File: src/rtl/rca_pipe_addsub.sv
// Pipelined ripple-carry add/subtract: one SEG-bit ripple segment per stage,
// carry registered between segments, valid/ready on both sides.
module rca_pipe_addsub #(
    parameter int BW  = 16,
    parameter int SEG = 4
) (
    input  logic          clk,
    input  logic          rst_n,
    input  logic          in_valid,
    output logic          in_ready,
    input  logic [BW-1:0] a,
    input  logic [BW-1:0] b,
    input  logic [1:0]    op,
    input  logic          cin,
    output logic          out_valid,
    input  logic          out_ready,
    output logic [BW-1:0] sum,
    output logic          cout,
    output logic          ov,
    output logic          zero,
    output logic          neg
);
    localparam int NSEG = BW / SEG;

    logic [BW-1:0]   y_in;
    logic            c0;
    logic [NSEG-1:0] vld;
    logic [NSEG-1:0] cry;
    logic [NSEG-1:0] adv;
    logic            ov_q;

    assign y_in = op[1] ? ~b : b;
    assign c0   = op[0] ? cin : op[1];

    // A stage may load when every stage downstream of it can move or is empty.
    always_comb begin
        logic acc;
        acc = out_ready;
        adv = '0;
        for (int k = NSEG - 1; k >= 0; k--) begin
            acc    = acc | ~vld[k];
            adv[k] = acc;
        end
    end

    for (genvar g = 0; g < NSEG; g++) begin : st
        localparam int LO = g * SEG;
        localparam int HI = LO + SEG;

        logic           vi;
        logic           ci;
        logic           v;
        logic           c;
        logic [BW-1:LO] ai;
        logic [BW-1:LO] yi;
        logic [HI-1:0]  sn;
        logic [HI-1:0]  s;
        logic [SEG:0]   t;

        if (g == 0) begin : src
            assign vi = in_valid;
            assign ci = c0;
            assign ai = a;
            assign yi = y_in;
            assign sn = t[SEG-1:0];
        end else begin : src
            assign vi = vld[g-1];
            assign ci = cry[g-1];
            assign ai = st[g-1].up.ua;
            assign yi = st[g-1].up.uy;
            assign sn = {t[SEG-1:0], st[g-1].s};
        end

        assign t = {1'b0, ai[HI-1:LO]}
                 + {1'b0, yi[HI-1:LO]}
                 + {{SEG{1'b0}}, ci};

        always_ff @(posedge clk or negedge rst_n) begin
            if (!rst_n) begin
                v <= 1'b0;
                s <= '0;
                c <= 1'b0;
            end else if (adv[g]) begin
                v <= vi;
                if (vi) begin
                    s <= sn;
                    c <= t[SEG];
                end
            end
        end

        assign vld[g] = v;
        assign cry[g] = c;

        if (g < NSEG - 1) begin : up
            logic [BW-1:HI] ua;
            logic [BW-1:HI] uy;

            always_ff @(posedge clk or negedge rst_n) begin
                if (!rst_n) begin
                    ua <= '0;
                    uy <= '0;
                end else if (adv[g] && vi) begin
                    ua <= ai[BW-1:HI];
                    uy <= yi[BW-1:HI];
                end
            end
        end else begin : fin
            // Carry into the MSB recovered from its sum bit and operand bits.
            always_ff @(posedge clk or negedge rst_n) begin
                if (!rst_n) begin
                    ov_q <= 1'b0;
                end else if (adv[g] && vi) begin
                    ov_q <= t[SEG-1] ^ ai[HI-1] ^ yi[HI-1] ^ t[SEG];
                end
            end

            assign out_valid = v;
            assign sum       = s;
            assign cout      = c;
        end
    end

    assign ov       = ov_q;
    assign zero     = out_valid & ~|sum;
    assign neg      = sum[BW-1];
    assign in_ready = adv[0];

endmodule
File: config.mk
export PLATFORM = sky130hd
export DESIGN_NAME = rca_pipe_addsub
export DESIGN_NICKNAME = d
export VERILOG_FILES = /design/src/rtl/rca_pipe_addsub.sv
export SDC_FILE = /design/constraint.sdc
export NUM_CORES = 1
export LEC_CHECK = 0
export ABC_AREA = 1
export CORE_ASPECT_RATIO = 1.75
export CORE_MARGIN = 10
export CORE_UTILIZATION = 40
export DETAILED_ROUTE_END_ITERATION = 10
export PLACE_DENSITY = 0.63
export SLEW_MARGIN = 40
export SYNTH_ARGS = -nofsm -noshare
export SYNTH_HDL_FRONTEND = slang
export SYNTH_SLANG_ARGS = --single-unit
File: constraint.sdc
create_clock -name clk -period 2.1 [get_ports clk]
set_input_delay 0.42 -clock clk [delete_from_list [all_inputs] [get_ports clk]]
set_output_delay 0.42 -clock clk [all_outputs]
set_load 0.02 [all_outputs]
Yosys cells after proc, flatten, opt, wreduce, memory -nomap -nowiden
Index checks and enable logic that the tools add are counted.

operators by class
  add/sub/neg operators = 8
  multiplexer cells = 2
  bitwise operators = 13
  reductions and logical operators = 10

operators by type and width
  kind               count
  $add 4x4->5        4
  $add 5x1->5        4
  $mux 16            1
  $not 16->16        1
  $reduce_or 16->1   1
  $reduce_and 2->1   4
  $logic_and 1x1->1  4
  $not 1->1          4
  $or 1x1->1         4
  $xor 1x1->1        3
  $and 1x1->1        1
  $logic_not 1->1    1
  $mux 1             1

storage, ports and cells
  register bits = 97
  bits of input ports = 39
  output and inout port bits = 22
  word-level logic and storage cells = 52

Logic depth before layout (Yosys ltp)
Gate-level depths: netlist (run 1).

  word-level depth = 6
  mapped depth = 9
  gate-level depth less buffers = 9

Worst setup path after synthesis (run 1)
No wires, ideal clock.

  path type = in2reg
  start point = in op[1]
  end point = reg st[0].c
  library setup time = 0.127 ns
  arrival = 2.070 ns
  required time = 1.973 ns
  slack = -0.097 ns
  stages on the path = 7
  buffers on the path = 2
  cell sequence = buf_2 buf_4 mux2_2 fa_1 fa_1 a31oi_1 o21ai_0

between the ends
  cells in the longest elaborated chain, start to end = 3
  elaborated cells on any way between the ends = 4
  classes of those cells = add/sub: 2; mux: 2

ends and longest elaborated chain
  item                  line  RTL
  start, declared       13    input logic [1:0] op,
  $mux 16               32    assign y_in = op[1] ? ~b : b;
  $add 4x4->5           75    + {1'b0, yi[HI-1:LO]}
  $add 5x1->5 *         76    + {{SEG{1'b0}}, ci};
  end signal, assigned  87    c <= t[SEG];
  end, declared         53    logic c;

Mark *: on every way between the ends. The rest lies on a longest branch, timed or not.
A chain may end at the register's enable or synchronous reset.

Worst setup path in the final report (run 1)
  start point = in cin
  end point = reg st[0].s[2]

between the ends
  cells in the longest elaborated chain, start to end = 2

ends and longest elaborated chain
  item                  line  RTL
  start, declared       14    input logic cin,
  $mux 1                33    assign c0 = op[0] ? cin : op[1];
  $add 5x1->5           76
  end signal, assigned  86    s <= sn;
  end, declared         57    logic [HI-1:0] s;

Every way passes these cells.

==> impl_metrics.ini, run 1 <==
[routing]
final_antenna_net_count = 0
vias = 3199
firstDrtPassIters = 4
drt-initial-drc-count = 133
routedWlPerCell_um = 12.8
wirelength_mm = 8.77
viasPerCell = 4.68
drc = 0

[synth]
avgSynthCellArea_um2 = 9.39
synthArstFlopShare_pct = 100
ys.flop_type = dfrtp_1
synth_area_leaders = dfrtp_1 54%, nand2_1 14%, o21ai_0 5.7%, fa_1 3.6%, ha_1 3.3%
synth.distinct_cells = 29
ys_seq_elements = 97
yosysMostFrequentCell = nand2_1
seq_area_frac_synth_pct = 54.1
yosys.area.top_type_share_pct = 54.1
syn_inst = 478
netlist_area_mm2 = 0.00449
yosysTopAreaCell = dfrtp_1
yosys_warnings = 0
synth_edf_count = 0
ys_top_cells_by_count = 165 x nand2_1, 97 x dfrtp_1, 51 x o21ai_0
syn_nets = 537

[critical_path]
regToRegStartpoint = st[2].c
critPathMaxStageDelay_ns = 0.43
crit_cells = 6
path_buf_inv = 1
worstPathMaxFanout = 2
timing.rr.end = ov
rrSetupSlack_ns = 0.24
crit_top_cell = fa_2
reg2regPathDepth = 8
cp-end-kind = flip-flop
critPathLaunchType = input port
critical_path.slowest_cell = fa_2
cp_top_family = adder cells
cp.required_ns = 2.36
arrival_ns = 2.23
cp_cell_sequence = clkdlybuf4s50_1, mux2_4, fa_2, fa_2, xnor2_2, o21ai_1
criticalPathCategory = in2reg

[min_path]
hold_path_class = reg2reg
hold_end = st[2].up.uy[14]
hold_path_depth = 2
hold_path_startpoint = st[1].up.uy[14]

[place]
preCtsSetupSlack_ns = -0.334
place.port_buffers = 60
hpwl_mm = 6.94
place_area_mm2 = 0.00527
placed_cells = 666
gp_congestion = 0.810

[run]
maxCapViolCount = 0

[final_layout]
multi_input_area_mm2 = 0.00178
area_growth_syn_to_layout_pct = 24.5
fillers = 1074
drive_above_1_share_pct = 10.9
area.sequential_mm2 = 0.00243
final_cells = 683
stdcell_area_mm2 = 0.00559
num-nets-final = 605
antenna_cells = 0

[timing]
setup_viol = 0
rsz0062_at_grt = no
drv_slew = 0
slew_headroom_pct = 78.5
setup_ws_ns = 0.133
fmax_mhz = 508
min_period_ns = 1.97
period_share_pct = 93.7
fin_skew_ns = 0.00685
hold_ws_ns = 0.468
hold_viol = 0
tightest_slew_ns = 0.323

[power_and_ir_drop]
max-vdd-ir-drop_uv = 596
total_power_uw = 7280
leakagePower_uw = 0.00271
powerDensity_mw_per_mm2 = 1300

[grt]
antenna_found_initial = 0
grt_max_degree = 56
track_usage_pct = 11.6
grt_overflow_total = 0
grt_pass1_vias = 3297
grt_first_pass_wirelength_mm = 15.2

[clock_network]
cts_max_level = 3
clock_path_buffers = 2
cts_num_sinks = 97
numCtsBuffers = 9
cts_tree = done
clock_latency_ns = 0.34
root_buffer = clkbuf_16
path_clk_slew_ns = 0.06

[floorplan]
floorplan.rows = 51
io_pins = 61
die_x_um = 100
die_h_um = 160
initial_core_util_pct = 40.7
core-area_mm2 = 0.0110
dieArea_mm2 = 0.0160

[status]
status = finished, final reports clean
==> through the flow <==
| step | utilization [%] | setup TNS [ns] |
|---|---|---|
| after floorplan | - | 0 |
| after global placement | 47.7 | -0.842 |
| after detailed placement | 47.7 | -1.07 |
| after CTS | 50.5 | 0 |
| after global routing | 50.7 | 0 |
| final | 50.7 | 0 |
==> worst max-delay path by stage <==
stage | startpoint | to | slack, ns
3_3_place_gp | op[1] | st[0].c | -0.25
2_1_floorplan | op[1] | st[0].c | 0.04
3_5_place_dp | op[1] | st[0].s[2] | -0.33
6_report | cin | st[0].s[2] | 0.13
5_1_grt | sum[0] | zero | 0.05
4_1_cts | op[1] | st[0].s[2] | 0.02
==> registers in the layout (all words and copies together) (netlist names) <==
signal and cells:
st.up.ua 24, sum 16, out_valid 1, st.c 3, st.v 3, ov 1
st.up.uy 24, cout 1, st.s 24
==> kinds of logic (layout without fill, tap and decap cells) <==
| logic type | after synthesis | count (layout) | share of synthesized area [%] |
|---|---|---|---|
| xor gates and xnor gates | 22 | 22 | 4.29 |
| DFF | 97 | 97 | 54.1 |
| buffers and inverters | 62 | 135 | 6.58 |
| AOI/OAI and AO/OA | 74 | 74 | 9.50 |
| adders and majority gates | 20 | 20 | 6.91 |
| and+or+nand+nor | 202 | 202 | 18.4 |
| muxes | 1 | 1 | 0.251 |
==> final cells by class <==
class | instances | share of cell area (%)
well taps | 132 | 2.95
multi-input cells | 319 | 31.9
flip-flops and latches | 97 | 43.4
repair buffers | 76 | 13.3
clock inverters | 4 | 0.917
clock buffers | 12 | 4.59
inverters | 43 | 2.93
==> power breakdown <==
group / switching (uW) / total, uW / internal [uW]
registers: 412 / 2960 / 2550
logic: 1530 / 2680 / 1150
clock network: 657 / 1640 / 988
==> routing by layer <==
layer	wire length (um)	GRT usage, %	vias to the layer above
met4	238	5.68	0
met3	369	3.07	11
met2	4730	20.5	59
met1	3430	12.1	1489
li1	-	-	1640
met5	0	0	-
==> layout by cell type (no fill, tap or decap), types with 4 or more instances in the layout <==
master	synthesis	layout
a21oi_1	6	6
buf_4	7	14
clkbuf_16	0	9
clkdlybuf4s50_1	0	55
dfrtp_1	97	97
fa_1	8	6
ha_1	12	12
inv_1	40	40
nand2_1	165	165
nand3_1	12	12
nor2_1	13	13
o21ai_0	51	48
o21ai_1	1	4
o21ai_2	14	14
xnor2_1	16	15
xor2_1	6	6
==> repair_timing <==
item / in CTS / in global routing
endpoints found under the hold margin: 20 / 0
gates resized for setup: 2 / 10
hold buffers: 1 / 0
setup endpoints to repair: 2 / 4
pin swaps: 0 / 3
buffers inserted: 0 / 0
==> worst register-to-register path, cell delays in order (launching register included) <==
cell and delay, ns:
dfrtp_1 0.40, fa_1 0.47, fa_1 0.42, inv_1 0.07
nor2_1 0.05, nor2_1 0.12, nand2_1 0.08, nand4_1 0.09
nand2_1 0.05
No activity file was read; power rests on OpenSTA's default activity.
==> inputs of run 2 (changes only) <==
- PLACE_DENSITY: 0.63 -> not set
==> run 2 against run 1 <==
  * Power fell by 0.34%
  * Critical path depth did not move
  * Count of clock-buffer cells in the layout fell by 1
  * Wire length fell by 0.25%
  * Die area did not move
  * Sequential cell count did not move
  * Via count fell by 2.1%
==> impl_metrics.ini, run 2 (same netlist as run 1, synthesis figures left out) <==
[timing]
hold_viol = 0
hold_ws_ns = 0.0118
drv_slew = 0
slew_headroom_pct = 71.1
rsz0062_at_grt = no
fmax_mhz = 494
min_period_ns = 2.03
setup_viol = 0
tightest_slew_ns = 0.434
period_share_pct = 96.4
fin_skew_ns = 0.00670
setup_ws_ns = 0.0748

[clock_network]
path_clk_slew_ns = 0.07
root_buffer = clkbuf_16
cts_max_level = 3
cts_hold_buf = 0
numCtsBuffers = 9
cts_tree = done
clock_latency_ns = 0.34
clock_path_buffers = 2
cts_num_sinks = 97

[critical_path]
cp-end-kind = flip-flop
arrival_ns = 2.25
worstPathMaxFanout = 2
criticalPathCategory = in2reg
critPathLaunchType = input port
cp.required_ns = 2.32
rrSetupSlack_ns = 0.16

[power_and_ir_drop]
max-vdd-ir-drop_uv = 590
powerDensity_mw_per_mm2 = 1300
leakagePower_uw = 0.00269
total_power_uw = 7260

[final_layout]
num-nets-final = 605
area_growth_syn_to_layout_pct = 23.9
final_common_cell = nand2_1
layout_common_cells = 165 x nand2_1, 97 x dfrtp_1, 56 x clkdlybuf4s50_1
reg.largest.list = st.s x24, st.up.ua x24, st.up.uy x24
fillers = 1073
antenna_cells = 0
drive_above_1_share_pct = 10.9
stdcell_area_mm2 = 0.00557
multi_input_area_mm2 = 0.00177
area.sequential_mm2 = 0.00243

[floorplan]
die_h_um = 160
io_pins = 61
dieArea_mm2 = 0.0160
core-area_mm2 = 0.0110
die_x_um = 100
floorplan.rows = 51
initial_core_util_pct = 40.7

[grt]
grt_max_degree = 48
grt_first_pass_wirelength_mm = 14.9
antenna_found_initial = 0
track_usage_pct = 11.5
grt_overflow_total = 0
grt_pass1_vias = 3292

[place]
place_area_mm2 = 0.00527
preCtsSetupSlack_ns = -0.319
place.port_buffers = 60
gp_congestion = 0.828
hpwl_mm = 6.76

[routing]
routedWlPerCell_um = 12.8
vias = 3133
drt-initial-drc-count = 81
viasPerCell = 4.59
firstDrtPassIters = 4
final_antenna_net_count = 0
wirelength_mm = 8.75
drc = 0

[status]
status = finished, final reports clean

[run]
maxCapViolCount = 0

[min_path]
hold_path_class = in2async
run 2: changes by cell type in the layout (fill, tap and decap cells not counted), sizes merged:
cell / delta
buf: +1
clkdlybuf4s50: +1
inv: +1
dlygate4sd3: -1
clkinv: +1
clkinvlp: -1
dlymetal6s2s: -1
clkbuf: -1
run 2: per-stage QoR:
step	instances	utilization (%)	TNS (ns)
final	683	50.4	0
after global placement	667	47.8	-0.978
after detailed placement	667	47.8	-1.21
after global routing	683	50.4	0
after CTS	683	50.4	0
after floorplan	478	-	0
run 2: critical path, cell delays in order:
cell	delay, ns
clkdlybuf4s50_1	0.47
mux2_2	0.34
fa_2	0.37
fa_2	0.37
a31oi_1	0.19
o21ai_0	0.09
run 2: power breakdown:
group	leakage [uW]	switching [uW]	total, uW	internal, uW
Sequential	0.00120	414	2960	2550
Clock	0.000150	672	1630	953
Combinational	0.00134	1510	2670	1160
run 2: layout make-up:
cell class / count / share of cell area (%)
multi-input combinational: 319 / 31.9
clock inverter: 5 / 0.967
timing repair buffer: 76 / 13.3
inverter: 43 / 2.95
clock buffer: 11 / 4.36
tap: 132 / 2.97
sequential: 97 / 43.6
run 2: routing by layer:
metal	global-route usage [%]	wire, um
met5	0	0
met4	6.00	223
met3	3.11	381
met2	20.0	4560
met1	12.2	3590
run 2: worst paths after layout:
kind                            startpoint              end  cells after the start
setup / recovery                     op[0]          st[0].c                      6
hold / removal                       rst_n   st[0].up.ua[5]                      1
setup reg to reg                   st[2].c               ov                      8
hold reg to reg            st[1].up.ua[13]  st[2].up.ua[13]                      2
max in group asynchronous            rst_n           sum[5]                      2
min in group clk           st[1].up.ua[13]  st[2].up.ua[13]                      2
run 2: repair_timing:
item | 4_1_cts | 5_1_grt
setup endpoints to repair | 2 | 2
buffers inserted | 0 | 0
resized for setup | 2 | 4
pin swaps | 0 | 0
==> inputs of run 3 (changes only) <==
- CORE_ASPECT_RATIO: 1.75 -> 0.7
- CTS_CLUSTER_DIAMETER: not set -> 30
==> run 3 against run 2 <==
  * Via count up 1.1%
  * Final area up 0.56%
  * Count of clock-buffer cells in the layout down 1
  * Core utilization up 0.42 points
  * Worst hold slack better by 0.063 ns
  * Clock skew about the same
  * Critical path depth unchanged
  * Clock power up 4%
  * Global-route usage up 0.68 points
  * Non-clock buffer count down 2
==> impl_metrics.ini, run 3 (same netlist as run 1, synthesis figures left out) <==
[place]
place.port_buffers = 60
gp_congestion = 0.761
hpwl_mm = 6.81

[routing]
final_antenna_net_count = 0
wirelength_mm = 9.04
vias = 3168
routedWlPerCell_um = 12.9
drc = 0
firstDrtPassIters = 4
drt-initial-drc-count = 198
viasPerCell = 4.51

[timing]
fmax_mhz = 498
hold_viol = 0
period_share_pct = 95.5
drv_slew = 0
fin_skew_ns = 0.00680
setup_viol = 0
tightest_slew_ns = 0.582
min_period_ns = 2.01
slew_headroom_pct = 61.2
hold_ws_ns = 0.0752
rsz0062_at_grt = yes
tns_ns = 0

[clock_network]
cts_max_level = 3
root_buffer = clkbuf_16
numCtsBuffers = 9
clock_path_buffers = 2
clock_latency_ns = 0.34
path_clk_slew_ns = 0.06
cts_tree = done
cts_hold_buf = 0
cts_num_sinks = 97

[critical_path]
critPathMaxStageDelay_ns = 0.46
criticalPathCategory = in2reg
arrival_ns = 2.23
cp_top_family = adder cells
worstPathMaxFanout = 2
critical_path.slowest_cell = clkdlybuf4s50_1
cp_cell_sequence = clkdlybuf4s50_1, mux2_2, fa_2, fa_2, a31oi_1, o21ai_0
crit_top_cell = fa_2
path_buf_inv = 1
cp.required_ns = 2.32
critPathLaunchType = input port
cp-end-kind = flip-flop

[power_and_ir_drop]
max-vdd-ir-drop_uv = 529
powerDensity_mw_per_mm2 = 1330
leakagePower_uw = 0.00268

[status]
status = finished, final reports clean

[final_layout]
area_growth_syn_to_layout_pct = 24.6
final_common_cell = nand2_1
num-nets-final = 603
drive_above_1_share_pct = 10.4
layout_common_cells = 165 x nand2_1, 97 x dfrtp_1, 57 x clkdlybuf4s50_1
reg.largest.list = st.s x24, st.up.ua x24, st.up.uy x24
antenna_cells = 0

[run]
maxCapViolCount = 0

[grt]
grt_pass1_vias = 3259
track_usage_pct = 12.2
grt_overflow_total = 0
grt_max_degree = 44
grt_first_pass_wirelength_mm = 16.0
antenna_found_initial = 0

[floorplan]
floorplan.rows = 32
core-area_mm2 = 0.0110
die_h_um = 109
dieArea_mm2 = 0.0159
io_pins = 61
initial_core_util_pct = 40.8
die_x_um = 147

[min_path]
hold_path_class = in2async
[run 3: cell count changes in the layout (fill, tap and decap cells not counted), sizes merged]
cell,before,now
buf,17,15
bufinv,1,2
clkbuf,12,10
clkdlybuf4s50,56,57
clkinvlp,0,1
dlygate4sd1,0,1
dlymetal6s2s,1,0
inv,44,43
[run 3: path summary, 6_finish.rpt]
path,slack [ns],from,cells past startpoint,end
max,0.09,op[0],6,st[0].c
min,0.08,rst_n,1,st[2].s[3]
max reg2reg,0.14,st[2].c,8,ov
min reg2reg,0.48,st[0].s[2],2,st[1].s[2]
max in group asynchronous,1.37,rst_n,2,st[0].s[3]
min in group clk,0.48,st[0].s[2],2,st[1].s[2]
[run 3: repair_timing]
item                       in CTS  in global routing
buffers inserted                0                  0
setup endpoints to repair       2                  2
gates cloned                    0                  0
resized for setup               2                  3
[run 3: cell type report]
class                      count  area, um^2
fill                        1042        5410
sequential                    97        2430
multi-input combinational    319        1770
timing repair buffer          74         729
clock buffer                  10         229
tap                          153         191
inverter                      43         164
clock inverter                 6        82.6
[run 3: per-stage QoR]
step	util [%]	cells	power, uW	area (um^2)	setup slack [ns]
floorplan	-	478	4770	4500	0.0362
global placement	48.0	686	5680	5280	-0.214
detailed placement	48.0	686	5770	5280	-0.278
CTS	50.8	702	7510	5590	0.0894
global route	50.8	702	8040	5600	-0.00445
finish	50.8	702	7420	5600	0.0938
[run 3: where the power goes]
part | internal, uW | switching (uW) | leakage, uW | total (uW)
Clock | 1040 | 661 | 0.000152 | 1700
Combinational | 1160 | 1560 | 0.00133 | 2720
Sequential | 2550 | 447 | 0.00120 | 3000
Total | 4750 | 2670 | 0.00268 | 7420
[run 3: layer usage]
| metal | share of wire (%) | vias up | global-route usage [%] | wire length [um] |
|---|---|---|---|---|
| li1 | - | 1643 | - | - |
| met1 | 55 | 1439 | 17.6 | 4940 |
| met2 | 38 | 78 | 16.1 | 3410 |
| met3 | 6.6 | 8 | 4.97 | 594 |
| met4 | 1.0 | 0 | 3.85 | 91 |
| met5 | 0 | - | 0 | 0 |
